===== config.mk =====
export PLATFORM = sky130hd
export DESIGN_NAME = m31_mul_pipe
export DESIGN_NICKNAME = d
export VERILOG_FILES = /design/src/rtl/m31_pkg.sv /design/src/rtl/m31_fold_canon.sv /design/src/rtl/m31_mul_pipe.sv
export SDC_FILE = /design/constraint.sdc
export NUM_CORES = 2
export LEC_CHECK = 0
export BUFFER_PORTS_ARGS = -buffer_cell sky130_fd_sc_hd__buf_2
export CAP_MARGIN = 5
export CORE_AREA = 3 3 321 323
export CTS_CLUSTER_DIAMETER = 200
export DETAILED_ROUTE_END_ITERATION = 10
export DIE_AREA = 0 0 324 326
export PLACE_DENSITY_LB_ADDON = 0.08
export SYNTH_ARGS = -nofsm -noshare
export SYNTH_HDL_FRONTEND = slang
export SYNTH_SLANG_ARGS = --single-unit

===== constraint.sdc =====
create_clock -name clk -period 10.2 [get_ports clk]
set_clock_uncertainty 0.15 [all_clocks]
set_input_delay 0.51 -clock clk [delete_from_list [all_inputs] [get_ports clk]]
set_output_delay 0.51 -clock clk [all_outputs]
set_load 0.01 [all_outputs]

===== src/rtl/m31_pkg.sv =====
// rtl/m31_pkg.sv - shared types, modulus and canonicalise helper for M31 arithmetic
package m31_pkg;

    localparam logic [30:0] M31_P = 31'h7FFFFFFF;

    typedef logic [30:0] m31_t;
    typedef logic [61:0] m31_wide_t;

    // Conditional subtract of p from a value in [0, 2^31]. Working in 31 bits
    // is enough: u = 2^31 wraps to 0 in the low bits, and 0 - p mod 2^31 = 1.
    function automatic m31_t m31_canon(input logic [31:0] u);
        m31_t r;
        if (u >= {1'b0, M31_P}) begin
            r = u[30:0] - M31_P;
        end else begin
            r = u[30:0];
        end
        return r;
    endfunction

endpackage


===== src/rtl/m31_fold_canon.sv =====
// rtl/m31_fold_canon.sv - combinational 62-bit to canonical M31 reduction
module m31_fold_canon
    import m31_pkg::*;
(
    input  m31_wide_t prod,
    output m31_t      res
);

    logic [31:0] t;
    logic [31:0] u;

    // Two folds using 2^31 == 1 (mod p), then a single conditional subtract.
    always_comb begin
        t   = {1'b0, prod[30:0]} + {1'b0, prod[61:31]};
        u   = {1'b0, t[30:0]} + {31'b0, t[31]};
        res = m31_canon(u);
    end

endmodule


===== src/rtl/m31_mul_pipe.sv =====
// rtl/m31_mul_pipe.sv - three-stage M31 modular multiplier with valid/ready streaming
module m31_mul_pipe
    import m31_pkg::*;
#(
    parameter int TAG_W = 4
) (
    input  logic             clk,
    input  logic             rst,
    input  logic             in_valid,
    output logic             in_ready,
    input  logic [30:0]      in_a,
    input  logic [30:0]      in_b,
    input  logic [TAG_W-1:0] in_tag,
    output logic             out_valid,
    input  logic             out_ready,
    output logic [30:0]      out_res,
    output logic [TAG_W-1:0] out_tag
);

    // S1: operand capture
    logic             v1_q, v1_d;
    m31_t             a1_q, a1_d;
    m31_t             b1_q, b1_d;
    logic [TAG_W-1:0] tag1_q, tag1_d;
    // S2: full product
    logic             v2_q, v2_d;
    m31_wide_t        prod2_q, prod2_d;
    logic [TAG_W-1:0] tag2_q, tag2_d;
    // S3: reduced result
    logic             v3_q, v3_d;
    m31_t             res3_q, res3_d;
    logic [TAG_W-1:0] tag3_q, tag3_d;

    logic adv1, adv2, adv3;
    m31_t fold_res;

    m31_fold_canon u_fold (
        .prod (prod2_q),
        .res  (fold_res)
    );

    // Advance chain: a stage moves when empty or when its successor moves,
    // so bubbles collapse while later stages are stalled.
    always_comb begin
        adv3 = !v3_q || out_ready;
        adv2 = !v2_q || adv3;
        adv1 = !v1_q || adv2;
    end

    assign in_ready  = adv1 && !rst;
    assign out_valid = v3_q;
    assign out_res   = res3_q;
    assign out_tag   = tag3_q;

    // Next-state for all stages; data only loads when valid data arrives.
    always_comb begin
        v1_d    = v1_q;
        a1_d    = a1_q;
        b1_d    = b1_q;
        tag1_d  = tag1_q;
        v2_d    = v2_q;
        prod2_d = prod2_q;
        tag2_d  = tag2_q;
        v3_d    = v3_q;
        res3_d  = res3_q;
        tag3_d  = tag3_q;

        if (adv1) begin
            v1_d = in_valid;
            if (in_valid) begin
                a1_d   = in_a;
                b1_d   = in_b;
                tag1_d = in_tag;
            end
        end

        if (adv2) begin
            v2_d = v1_q;
            if (v1_q) begin
                prod2_d = m31_wide_t'(a1_q) * m31_wide_t'(b1_q);
                tag2_d  = tag1_q;
            end
        end

        if (adv3) begin
            v3_d = v2_q;
            if (v2_q) begin
                res3_d = fold_res;
                tag3_d = tag2_q;
            end
        end
    end

    // Pipeline registers; reset discards every in-flight operation.
    always_ff @(posedge clk or posedge rst) begin
        if (rst) begin
            v1_q    <= 1'b0;
            a1_q    <= '0;
            b1_q    <= '0;
            tag1_q  <= '0;
            v2_q    <= 1'b0;
            prod2_q <= '0;
            tag2_q  <= '0;
            v3_q    <= 1'b0;
            res3_q  <= '0;
            tag3_q  <= '0;
        end else begin
            v1_q    <= v1_d;
            a1_q    <= a1_d;
            b1_q    <= b1_d;
            tag1_q  <= tag1_d;
            v2_q    <= v2_d;
            prod2_q <= prod2_d;
            tag2_q  <= tag2_d;
            v3_q    <= v3_d;
            res3_q  <= res3_d;
            tag3_q  <= tag3_d;
        end
    end

endmodule


# [Word-level counts from Yosys, hierarchy flattened]
# Cells that the tools add are included.
[word_totals] ff_bits=170 latchBits=0 ram_bits=0 mem_bits_ro=0 inputBits=70 out_inout_bits=37 n_memories=0
[classes] add_sub_neg=3 mul=1 div=0 n_lt_le_gt_ge=1 eq_ne=0 shifts=0 mux=1 bitwise_logic=0 reduce_logical=11
[ops] cell="multiplier 31 x 31 -> 62 bit" count=1
[ops] cell="adder 31 x 1 -> 32 bit" count=1
[ops] cell="adder 31 x 31 -> 32 bit" count=1
[ops] cell="greater-or-equal comparator 32 x 31 -> 1 bit (second input constant)" count=1
[ops] cell="2-to-1 mux 31 bit" count=1
[ops] cell="subtractor 31 bit (second input constant)" count=1
[ops] cell="AND reduction 2 bit" count=3
[ops] cell="zero test 1 bit" count=4
[ops] cell="logical OR 1 bit" count=3
[ops] cell="logical AND 1 bit" count=1

# [Depth between registers and ports, before layout]
[depth] depth_word=5 mapped_depth=30 depth_no_buf=29

# [By module]
# From an unflattened synthesis, not the netlist that was laid out.
[unflattened] hier_cells=4412 area_unflattened_um2=40820.4
[by_module_without_submodules] mod="m31_mul_pipe" n_inst=1 cells_per_inst=3916 area_each_um2=37418.4
[by_module_without_submodules] mod="m31_fold_canon" n_inst=1 cells_per_inst=496 area_each_um2=3402.0

# [Worst setup path before layout]
# Ideal clock, no wire load.
[synth_path] path_kind="register to register" from="register a1_q[13]" to="register prod2_q[60]" arrival_ns=7.674 t_required_ns=9.916 slack_ns=2.242 stages_incl_launch_ff=29 n_path_buf=1 path_cell_list="dfrtp_1 -> clkbuf_1 -> and2_1 -> fa_1 -> fa_1 -> fa_1 -> inv_1 -> fa_1 -> inv_1 -> fa_1 -> inv_1 -> fa_1 -> inv_1 -> fa_1 -> fa_1 -> ha_1 -> a21oi_1 -> o21ai_0 -> a31o_2 -> a221o_1 -> a311o_1 -> o21ai_0 -> a21boi_0 -> o2111ai_1 -> a21oi_1 -> a41o_1 -> a221oi_1 -> xor2_1 -> o21ai_0"
[synth_via] elab_chain_len=1
[synth_rtl] item="from (decl)" line_no="m31_mul_pipe.sv:22" source="m31_t a1_q, a1_d;"
[synth_rtl] item="from (signal assigned)" line_no="m31_mul_pipe.sv:98" source="a1_q <= '0;"
[synth_rtl] item="from (signal assigned)" line_no="m31_mul_pipe.sv:109" source="a1_q <= a1_d;"
[synth_rtl] item="multiplier 31 x 31 -> 62 bit" line_no="m31_mul_pipe.sv:80" source="prod2_d = m31_wide_t'(a1_q) * m31_wide_t'(b1_q);"
[synth_rtl] item="to (signal assigned)" line_no="m31_mul_pipe.sv:113" source="prod2_q <= prod2_d;"
[synth_rtl] item="to (decl)" line_no="m31_mul_pipe.sv:27" source="m31_wide_t prod2_q, prod2_d;"
# Every way passes these cells.
# A chain may end at the register's enable or synchronous reset.

# [Final worst setup path]
[layout_path] from="register a1_q[10]" to="register prod2_q[60]"
# The elaborated chain is that of the path after synthesis.

==> impl_metrics.py <==
metrics = {
    "outcome": {
        "outcome": "finished, final reports clean",
    },
    "die": {
        "num_rows": 116,
        "initial_utilization": 0.3998,
        "die_x_um": 324,
        "coreArea_sq_um": 100100,
        "die-area_sq_um": 105600,
        "ios": 107,
        "die_h_um": 326,
    },
    "global_route": {
        "grt_util_all_layers": 0.2308,
        "first_global_vias": 30770,
        "grt_max_degree": 113,
        "antenna_found_initial": 2,
        "grt_pass1_wl_um": 185800,
        "overflow": 0,
    },
    "synth": {
        "syn-num-nets": 5515,
        "avgSynthCellArea_sq_um": 9.272,
        "synthTopCellsByArea": "fa_1, dfrtp_1, ha_1",
        "synth_adder_area_share": 0.5094,
        "ys_seq_area_frac": 0.1063,
        "synth_ff_type": "dfrtp_1",
        "synth_most_common_cell": "fa_1",
        "async_flop_share": 1.000,
        "synth-compound-area-share": 0.06572,
        "synth-edff-count": 0,
        "yosys.area.top_type": "fa_1",
        "syn_inst": 4318,
        "synth-simple-area-share": 0.1750,
        "ys_seq_elements": 170,
        "yosysTopAreaCellShare": 0.4190,
        "yosys_warnings": 0,
        "synth.cell_area_sq_um": 40030,
        "synth_top_family_by_area": "adder cells",
        "synth_common_cells": "fa_1, inv_1, nand2_1",
        "synthXorXnorAreaFrac": 0.02297,
        "ys_types": 75,
        "synth.area.mux_share": 0.02238,
    },
    "clock_tree": {
        "cts-buffers-inserted": 17,
        "clk_latency_ns": 0.52,
        "hold_buffers": 1,
        "cts_buffer_depth": 2,
        "cts_sinks": 170,
        "htree_levels": 4,
        "clkTransAtPathRegs_ns": 0.11,
        "postCtsSetupRepairBufs": 0,
        "clockRootBuffer": "clkbuf_16",
        "cts_tree": "yes",
        "cts-resized-gates": 0,
    },
    "sta": {
        "tightestPinTransition_ns": 1.038,
        "setup_tns_ns": 0,
        "finalMaxSlewViolations": 0,
        "fmax_mhz": 110.7,
        "rsz0062_at_grt": "false",
        "fin_crit_ns": 9.032,
        "setup_viol": 0,
        "relSlewSlack": 0.3082,
        "finalCritPeriodShare": 0.8855,
        "finalHoldViolCount": 0,
    },
    "setup_path": {
        "cp_slowest_cell": "dfrtp_1",
        "critical_path_class": "flip-flop to flip-flop",
        "critical-path-top-delay-family": "adder cells",
        "crit_fanout": 20,
        "cp.required_ns": 10.40,
        "endpoint_kind": "flip-flop",
        "critPathMostFrequentCell": "fa_1",
        "cp_data_arrival_time_ns": 9.23,
        "path_buf_inv": 4,
        "max_stage_delay_ns": 0.98,
        "start_kind": "flip-flop",
    },
    "drt": {
        "vias": 28540,
        "drt_iter0_markers": 1481,
        "routedWlPerCell_um": 20.94,
        "drcViolationCount": 0,
        "firstDrtPassIters": 5,
        "viasPerCell": 5.107,
        "wl_um": 117100,
        "ant_nets": 0,
    },
    "final_layout": {
        "drive_above_1_share": 0.07504,
        "final_util": 0.4246,
        "syn_to_final_growth_pct": 6.219,
        "n_antenna_cell": 0,
        "fin_nets": 5475,
    },
    "worst_hold_path": {
        "hold_path_class": "input port to flip-flop",
    },
    "placement": {
        "place_congestion": 0.8587,
        "place_hpwl_um": 96620,
        "io_buffer_count": 106,
    },
    "flow_run": {
        "drv_cap": 0,
    },
}
[cell usage in the layout (no fill, tap or decap), drive strengths merged, types with 25 or more instances in the layout]
master and count:
a21o 59, a21oi 93, and2 523, buf 184
dfrtp 170, fa 838, ha 289, inv 807
mux2 76, nand2 607, nand3 29, nor2 90
nor3 25, o21ai 108, o31ai 26, xnor2 61
xor2 44
[logic make-up (layout without fill, tap and decap cells)]
| kind of cell | after synthesis | after routing |
|---|---|---|
| and+or+nand+nor | 1388 | 1388 |
| adders and majority gates | 1127 | 1127 |
| buffers and inverters | 1045 | 1018 |
| AOI/OAI and AO/OA | 403 | 403 |
| DFF | 170 | 170 |
| xor gates and xnor gates | 105 | 105 |
| muxes | 80 | 80 |
[state kept, by name, summed over array words and instances, names as in the netlist]
register	cells
out_res	31
v2_q	1
v1_q	1
tag1_q	4
out_tag	4
a1_q	31
out_valid	1
tag2_q	4
b1_q	31
prod2_q	62
[area by class of cell]
| type | count | area, sq um |
|---|---|---|
| flip-flops and latches | 170 | 4259 |
| repair buffers | 185 | 1126 |
| clock inverters | 14 | 200.2 |
| clock buffers | 18 | 439.2 |
| fillers | 10110 | 57620 |
| well taps | 1298 | 1624 |
| inverters | 801 | 3014 |
| multi-input cells | 3103 | 31860 |
[final timing paths]
kind,cells past startpoint,slack [ns],end,from
max,27,1.17,prod2_q[60]$_DFFE_PP0P_,a1_q[10]$_DFFE_PP0P_
min,2,0.06,a1_q[24]$_DFFE_PP0P_,in_a[24]
max reg2reg,27,1.17,prod2_q[60]$_DFFE_PP0P_,a1_q[10]$_DFFE_PP0P_
min reg2reg,2,0.32,out_tag[2]$_DFFE_PP0P_,tag2_q[2]$_DFFE_PP0P_
max in group asynchronous,5,7.48,a1_q[18]$_DFFE_PP0P_,rst
min in group asynchronous,3,0.49,v1_q$_DFFE_PP0N_,rst
[per-stage QoR]
stage | cells | hold WS, ns | setup slack [ns] | instance area [sq um]
after floorplan | 4318 | 0.2831 | 2.242 | 40030
after global placement | 5556 | 0.2975 | 1.224 | 41880
after detailed placement | 5556 | 0.3030 | 1.168 | 41880
after CTS | 5589 | 0.01443 | 1.129 | 42520
after global routing | 5589 | 0.04363 | 0.6346 | 42520
final | 5589 | 0.05922 | 1.168 | 42520
[per-layer routing]
metal,global-route usage,part of all wire,up-vias
li1,-,-,13040
met1,0.3212,0.45,14980
met2,0.3976,0.50,442
met3,0.01590,0.026,78
met4,0.04439,0.015,0
met5,0,0,-
Power is not shown: default switching activity piles up to over one toggle a cycle in this logic, so the estimate is an artifact.
